`config.mk`:
```
export PLATFORM = sky130hd
export DESIGN_NAME = transformcoder_sched_flat
export DESIGN_NICKNAME = d
export VERILOG_FILES = /design/src/rtl/transformcoder_sched_if.sv /design/src/rtl/transformcoder_sched.sv /design/src/flat_wrapper.sv
export SDC_FILE = /design/constraint.sdc
export NUM_CORES = 1
export LEC_CHECK = 0
export BUFFER_PORTS_ARGS = -buffer_cell sky130_fd_sc_hd__buf_4
export CAP_MARGIN = 20
export CORE_UTILIZATION = 45
export CTS_CLUSTER_SIZE = 24
export DETAILED_ROUTE_END_ITERATION = 6
export PLACE_DENSITY = 0.71
export SLEW_MARGIN = 15
export SYNTH_ARGS = -nofsm -noshare
export SYNTH_HDL_FRONTEND = slang
export SYNTH_SLANG_ARGS = --single-unit
```
`constraint.sdc`:
```
create_clock -name clk -period 3.95 [get_ports clk]
set_input_delay 0.395 -clock clk [delete_from_list [all_inputs] [get_ports clk]]
set_output_delay 0.395 -clock clk [all_outputs]
set_load 0.01 [all_outputs]
```
`src/rtl/transformcoder_sched_if.sv`:
```
// Block handshake bundle between residual source, sequencing scheduler and block consumer.
// Signals: in_valid/in_ready/in_qp/res_load on the accept side, out_valid/out_ready on the handoff side.
// master = source/consumer side, slave = scheduler side.
interface transformcoder_sched_if;
  logic       in_valid;
  logic       in_ready;
  logic [5:0] in_qp;
  logic       res_load;
  logic       out_valid;
  logic       out_ready;

  modport master (
    output in_valid, in_qp, out_ready,
    input  in_ready, res_load, out_valid
  );

  modport slave (
    input  in_valid, in_qp, out_ready,
    output in_ready, res_load, out_valid
  );
endinterface

```
`src/rtl/transformcoder_sched.sv`:
```
// Sequencer for the 4x4 transform-coding datapath: accepts one residual block, steps
// TRAN -> QUANT -> IQUANT -> ITRAN with one-hot stage enables, holds the block until handed off.
// Ports: clk, reset (sync, active-high), enable (run gate), mb_flush, bus (block handshake),
// stage enables, blk_idx, latched QP with QP/6 and QP%6, mb_done pulse, busy.
module transformcoder_sched #(
  parameter int STAGE_CYCLES  = 1,
  parameter int BLOCKS_PER_MB = 16,
  parameter int QP_MAX        = 51
) (
  input  logic                    clk,
  input  logic                    reset,
  input  logic                    enable,
  input  logic                    mb_flush,
  transformcoder_sched_if.slave   bus,
  output logic                    tran_en,
  output logic                    quant_en,
  output logic                    iquant_en,
  output logic                    itran_en,
  output logic [3:0]              blk_idx,
  output logic [5:0]              qp_cur,
  output logic [3:0]              qp_by_6,
  output logic [2:0]              qp_mod_6,
  output logic                    mb_done,
  output logic                    busy
);

  localparam int            CW       = (STAGE_CYCLES > 1) ? $clog2(STAGE_CYCLES) : 1;
  localparam logic [CW-1:0] CNT_LAST = CW'(STAGE_CYCLES - 1);
  localparam logic [3:0]    BLK_LAST = 4'(BLOCKS_PER_MB - 1);
  localparam logic [5:0]    QP_CLAMP = 6'(QP_MAX);

  typedef enum logic [2:0] {IDLE, TRAN, QUANT, IQUANT, ITRAN, DONE} state_t;

  state_t        state, state_nxt;
  logic [CW-1:0] cnt, cnt_nxt;
  logic          accept;
  logic          handoff;
  logic          stage_state;
  logic          stage_end;
  logic [5:0]    qp_clamped;

  assign bus.in_ready = (state == IDLE) && enable && !mb_flush;
  assign accept       = bus.in_valid && bus.in_ready;
  assign bus.res_load = accept;
  assign bus.out_valid = (state == DONE);
  // Handoff needs the run gate too, so a frozen scheduler never completes a transfer.
  assign handoff      = (state == DONE) && bus.out_ready && enable;
  assign busy         = (state != IDLE);
  assign qp_clamped   = (bus.in_qp > QP_CLAMP) ? QP_CLAMP : bus.in_qp;

  assign stage_state  = (state == TRAN) || (state == QUANT) || (state == IQUANT) || (state == ITRAN);
  // A stage only advances on enabled cycles, so gating stretches latency cycle for cycle.
  assign stage_end    = enable && (cnt == CNT_LAST);

  always_comb begin
    state_nxt = state;
    cnt_nxt   = cnt;
    tran_en   = 1'b0;
    quant_en  = 1'b0;
    iquant_en = 1'b0;
    itran_en  = 1'b0;
    unique case (state)
      IDLE: begin
        if (accept) state_nxt = TRAN;
      end
      TRAN: begin
        tran_en = enable;
        if (stage_end) state_nxt = QUANT;
      end
      QUANT: begin
        quant_en = enable;
        if (stage_end) state_nxt = IQUANT;
      end
      IQUANT: begin
        iquant_en = enable;
        if (stage_end) state_nxt = ITRAN;
      end
      ITRAN: begin
        itran_en = enable;
        if (stage_end) state_nxt = DONE;
      end
      DONE: begin
        if (handoff) state_nxt = IDLE;
      end
      default: state_nxt = IDLE;
    endcase
    if (stage_state && enable) begin
      cnt_nxt = stage_end ? '0 : cnt + CW'(1);
    end
  end

  always_ff @(posedge clk) begin
    if (reset) begin
      state    <= IDLE;
      cnt      <= '0;
      blk_idx  <= 4'd0;
      qp_cur   <= 6'd0;
      qp_by_6  <= 4'd0;
      qp_mod_6 <= 3'd0;
      mb_done  <= 1'b0;
    end else begin
      state   <= state_nxt;
      cnt     <= cnt_nxt;
      mb_done <= handoff && (blk_idx == BLK_LAST);
      if ((state == IDLE) && enable && mb_flush) begin
        blk_idx <= 4'd0;
      end else if (handoff) begin
        blk_idx <= (blk_idx == BLK_LAST) ? 4'd0 : blk_idx + 4'd1;
      end
      // QP is a per-macroblock value: only the first block's in_qp is taken.
      if (accept && (blk_idx == 4'd0)) begin
        qp_cur   <= qp_clamped;
        qp_by_6  <= 4'(qp_clamped / 6'd6);
        qp_mod_6 <= 3'(qp_clamped % 6'd6);
      end
    end
  end

endmodule

```
`src/flat_wrapper.sv`:
```
// flat-port wrapper written by rule: the top's interface ports become plain ports
module transformcoder_sched_flat 
#(
  parameter int STAGE_CYCLES  = 1,
  parameter int BLOCKS_PER_MB = 16,
  parameter int QP_MAX        = 51
)
  (clk, reset, enable, mb_flush, tran_en, quant_en, iquant_en, itran_en, blk_idx, qp_cur, qp_by_6, qp_mod_6, mb_done, busy, bus_in_valid, bus_in_qp, bus_out_ready, bus_in_ready, bus_res_load, bus_out_valid);
  transformcoder_sched_if bus_i ();
  input  logic clk;
  input  logic reset;
  input  logic enable;
  input  logic mb_flush;
  output logic tran_en;
  output logic quant_en;
  output logic iquant_en;
  output logic itran_en;
  output logic [3:0] blk_idx;
  output logic [5:0] qp_cur;
  output logic [3:0] qp_by_6;
  output logic [2:0] qp_mod_6;
  output logic mb_done;
  output logic busy;
  input wire logic [$bits(bus_i.in_valid)-1:0] bus_in_valid;
  input wire logic [$bits(bus_i.in_qp)-1:0] bus_in_qp;
  input wire logic [$bits(bus_i.out_ready)-1:0] bus_out_ready;
  output wire logic [$bits(bus_i.in_ready)-1:0] bus_in_ready;
  output wire logic [$bits(bus_i.res_load)-1:0] bus_res_load;
  output wire logic [$bits(bus_i.out_valid)-1:0] bus_out_valid;
  assign bus_i.in_valid = bus_in_valid;
  assign bus_i.in_qp = bus_in_qp;
  assign bus_i.out_ready = bus_out_ready;
  assign bus_in_ready = bus_i.in_ready;
  assign bus_res_load = bus_i.res_load;
  assign bus_out_valid = bus_i.out_valid;
  transformcoder_sched #(.STAGE_CYCLES(STAGE_CYCLES), .BLOCKS_PER_MB(BLOCKS_PER_MB), .QP_MAX(QP_MAX)) u_core (.clk(clk), .reset(reset), .enable(enable), .mb_flush(mb_flush), .bus(bus_i), .tran_en(tran_en), .quant_en(quant_en), .iquant_en(iquant_en), .itran_en(itran_en), .blk_idx(blk_idx), .qp_cur(qp_cur), .qp_by_6(qp_by_6), .qp_mod_6(qp_mod_6), .mb_done(mb_done), .busy(busy));
endmodule
```
==> results.py <==
metrics = {
    "status": {
        "status": "finished with violations",
        "violations": "design-rule violations",
    },
    "power": {
        "seq_power_share_pct": 50.4,
        "p_switching_uw": 135,
        "p_int_uw": 309,
        "ir_drop_uv": 128,
        "clkPwrFrac_pct": 23.5,
        "powerDensity_nw_per_um2": 265,
        "p_leak_uw": 0.000682,
        "p_sw_share_pct": 30.5,
        "p_comb_share_pct": 26.1,
    },
    "drt": {
        "routedWlPerCell_um": 13.3,
        "drt.antenna.violating_nets": 0,
        "wl_um": 3170,
        "vias": 1356,
        "remaining_drc_errors": 6,
        "first_pass_iters": 7,
        "drt_iter0_markers": 70,
        "drt-vias-per-instance": 5.67,
    },
    "critical_path": {
        "r2r_cells": 8,
        "r2r_slack_ps": 2030,
        "crit_end": "u_core.qp_mod_6[2]",
        "endpoint_kind": "register",
        "path_max_fanout": 16,
        "r2r-start": "u_core.state[0]",
        "crit_start": "bus_in_qp[5]",
        "critical_path_class": "in2reg",
        "arrival_ps": 3310,
        "rr_endpoint": "u_core.qp_by_6[2]",
        "start_kind": "input port",
        "crit_required_ps": 4180,
    },
    "yosys": {
        "postSynthAreaPerCell_um2": 7.64,
        "synthDistinctLibCells": 46,
        "netlist_instances": 182,
        "synthTopCellsByArea": "dfxtp_1 30%, nor2_1 8.1%, nand2_1 4.9%, mux2i_1 4.3%, ha_1 3.6%",
        "synthTopCellsByCount": "30 x nor2_1, 21 x dfxtp_1, 18 x nand2_1",
        "synth_edf_count": 0,
        "ys_seq_area_share_pct": 30.2,
        "synth_nets": 198,
        "yosysTopAreaCell": "dfxtp_1",
        "yosys_register_bits": 21,
        "yosysMostFrequentCell": "nor2_1",
        "yosysTopAreaCellShare_pct": 30.2,
        "async_reset_ff_share_pct": 0,
        "yosys_warnings": 0,
        "ys.flop_type": "dfxtp_1",
        "syn_area_um2": 1390,
    },
    "global_route": {
        "grt_pass1_wl_um": 5560,
        "track_usage_pct": 21.2,
        "grt_antenna_before_repair": 0,
        "grt_pass1_vias": 1289,
        "grt_max_degree": 21,
        "grt_overflow": 0,
    },
    "clock_tree": {
        "cts_buffers": 3,
        "cts_setup_buffers": 0,
        "path_clk_slew_ps": 120,
        "cts.repair.resized": 0,
        "cts_root_buf": "clkbuf_4",
        "clk_latency_ps": 300,
        "cts_tree": "yes",
        "ctsHoldBuffers": 0,
        "clock-sinks": 21,
        "clock_path_buffers": 2,
        "htreeDepth": 1,
    },
    "cells_and_area": {
        "fin_nets": 225,
        "fin_area_um2": 1680,
        "syn2layout_area_growth_pct": 20.8,
        "drive_gt1_share_pct": 26.4,
        "fin_util_pct": 58.9,
        "diodes": 0,
    },
    "timing": {
        "min_period_ps": 3070,
        "slew_viol_final": 0,
        "maxSlewHeadroom_pct": 73.3,
        "fmax_ghz": 0.325,
        "hold_violations": 0,
        "fin_setup_tns_ps": 0,
        "setup_viol": 0,
        "timing.final.crit_share_pct": 77.8,
        "rsz0062_at_grt": "false",
        "worstMarginPinSlew_ps": 400,
        "fin_worst_skew_ps": 8.22,
    },
    "floorplan": {
        "die_w_um": 57.6,
        "boundaryPins": 38,
        "core_area_um2": 2850,
        "num_rows": 19,
        "start_util_pct": 48.8,
        "die_y_um": 57.6,
        "fp.dieArea_um2": 3320,
    },
    "placed_design": {
        "port_buffers": 37,
        "dpl_cell_area_um2": 1650,
        "place.gp.congestion": 0.904,
        "dp_hpwl_um": 2460,
    },
    "hold_path": {
        "min_path_type": "in2reg",
    },
    "job": {
        "drv_cap": 0,
    },
}
per-stage QoR:
stage | hold slack (ps) | worst slack [ps] | cells | power [uW]
2_1_floorplan | 435 | 677 | 182 | 309
3_5_place_dp | 476 | 574 | 235 | 346
4_1_cts | 331 | 879 | 239 | 448
6_report | 337 | 876 | 239 | 445
5_1_grt | 339 | 619 | 239 | 473
3_3_place_gp | 460 | 633 | 235 | 344
metal layers:
layer	up-vias	GRT usage, %	wire (um)
met5	-	0	0
met4	0	10.1	91
met3	9	1.36	128
met2	42	37.9	1550
met1	616	25.8	1390
li1	689	-	-
worst min path at each step:
stage | start | end | slack (ps) | cells after the start
after floorplan | u_core.cnt | u_core.cnt | 440 | 2
after global placement | u_core.cnt | u_core.cnt | 460 | 2
after detailed placement | u_core.cnt | u_core.cnt | 480 | 2
after CTS | enable | u_core.cnt | 330 | 2
after global routing | enable | u_core.cnt | 340 | 2
final | enable | u_core.cnt | 340 | 2
area by class of cell:
type | instances | area [um^2]
timing repair buffer | 38 | 285
clock buffer | 3 | 22.5
sequential | 21 | 420
fill | 268 | 1170
clock inverter | 1 | 5.00
inverter | 7 | 26.3
tap | 31 | 38.8
multi-input combinational | 138 | 882
worst max-delay path, cell delays in order:
cell and delay, ps:
buf_4 190, ha_1 190, or3b_4 400, nor2_1 240, nor3_1 100, a21o_1 160
ha_1 240, a31oi_1 200, a32oi_2 110, a221oi_2 280, a32oi_1 150, or3_1 410
a311oi_2 220
flip-flops by register name, indices dropped and copies added, names as in the netlist:
| register | cells |
|---|---|
| u_core.qp_by_6 | 4 |
| u_core.state | 3 |
| u_core.qp_cur | 5 |
| u_core.mb_done | 1 |
| u_core.blk_idx | 4 |
| u_core.qp_mod_6 | 3 |
| u_core.cnt | 1 |
power groups by stage:
stage / registers (uW) / logic, uW / clock network (uW)
after floorplan: 229 / 79.3 / 0
after global placement: 229 / 116 / 0
after detailed placement: 229 / 116 / 0
after CTS: 224 / 117 / 107
after global routing: 225 / 129 / 119
final: 224 / 116 / 104
cells by family (layout without fill, tap and decap cells):
group	count (synthesis)	in the layout	share of synthesized area, %
fa+ha+maj	4	4	3.60
mux	8	8	5.94
simple gates	85	85	30.4
xor+xnor	4	4	2.52
buf+inv	23	49	6.84
flops	21	21	30.2
compound gates	37	37	20.5
cells in the final DEF, fill, tap and decap left out, drive strengths merged, types with 2 or more instances in the layout:
| master | count |
|---|---|
| buf | 38 |
| nor2 | 30 |
| dfxtp | 21 |
| nand2 | 18 |
| o21ai | 8 |
| inv | 7 |
| nand2b | 7 |
| a21oi | 7 |
| nand3 | 6 |
| mux2i | 6 |
| nor3 | 5 |
| a211oi | 5 |
| ha | 4 |
| a311oi | 4 |
| nor2b | 3 |
| a31oi | 3 |
| xor2 | 3 |
| clkbuf | 3 |
| or2 | 3 |
| or3 | 2 |
| and2 | 2 |
| mux2 | 2 |
| nor4b | 2 |
| a32oi | 2 |
(Power assumes the default switching activity.)
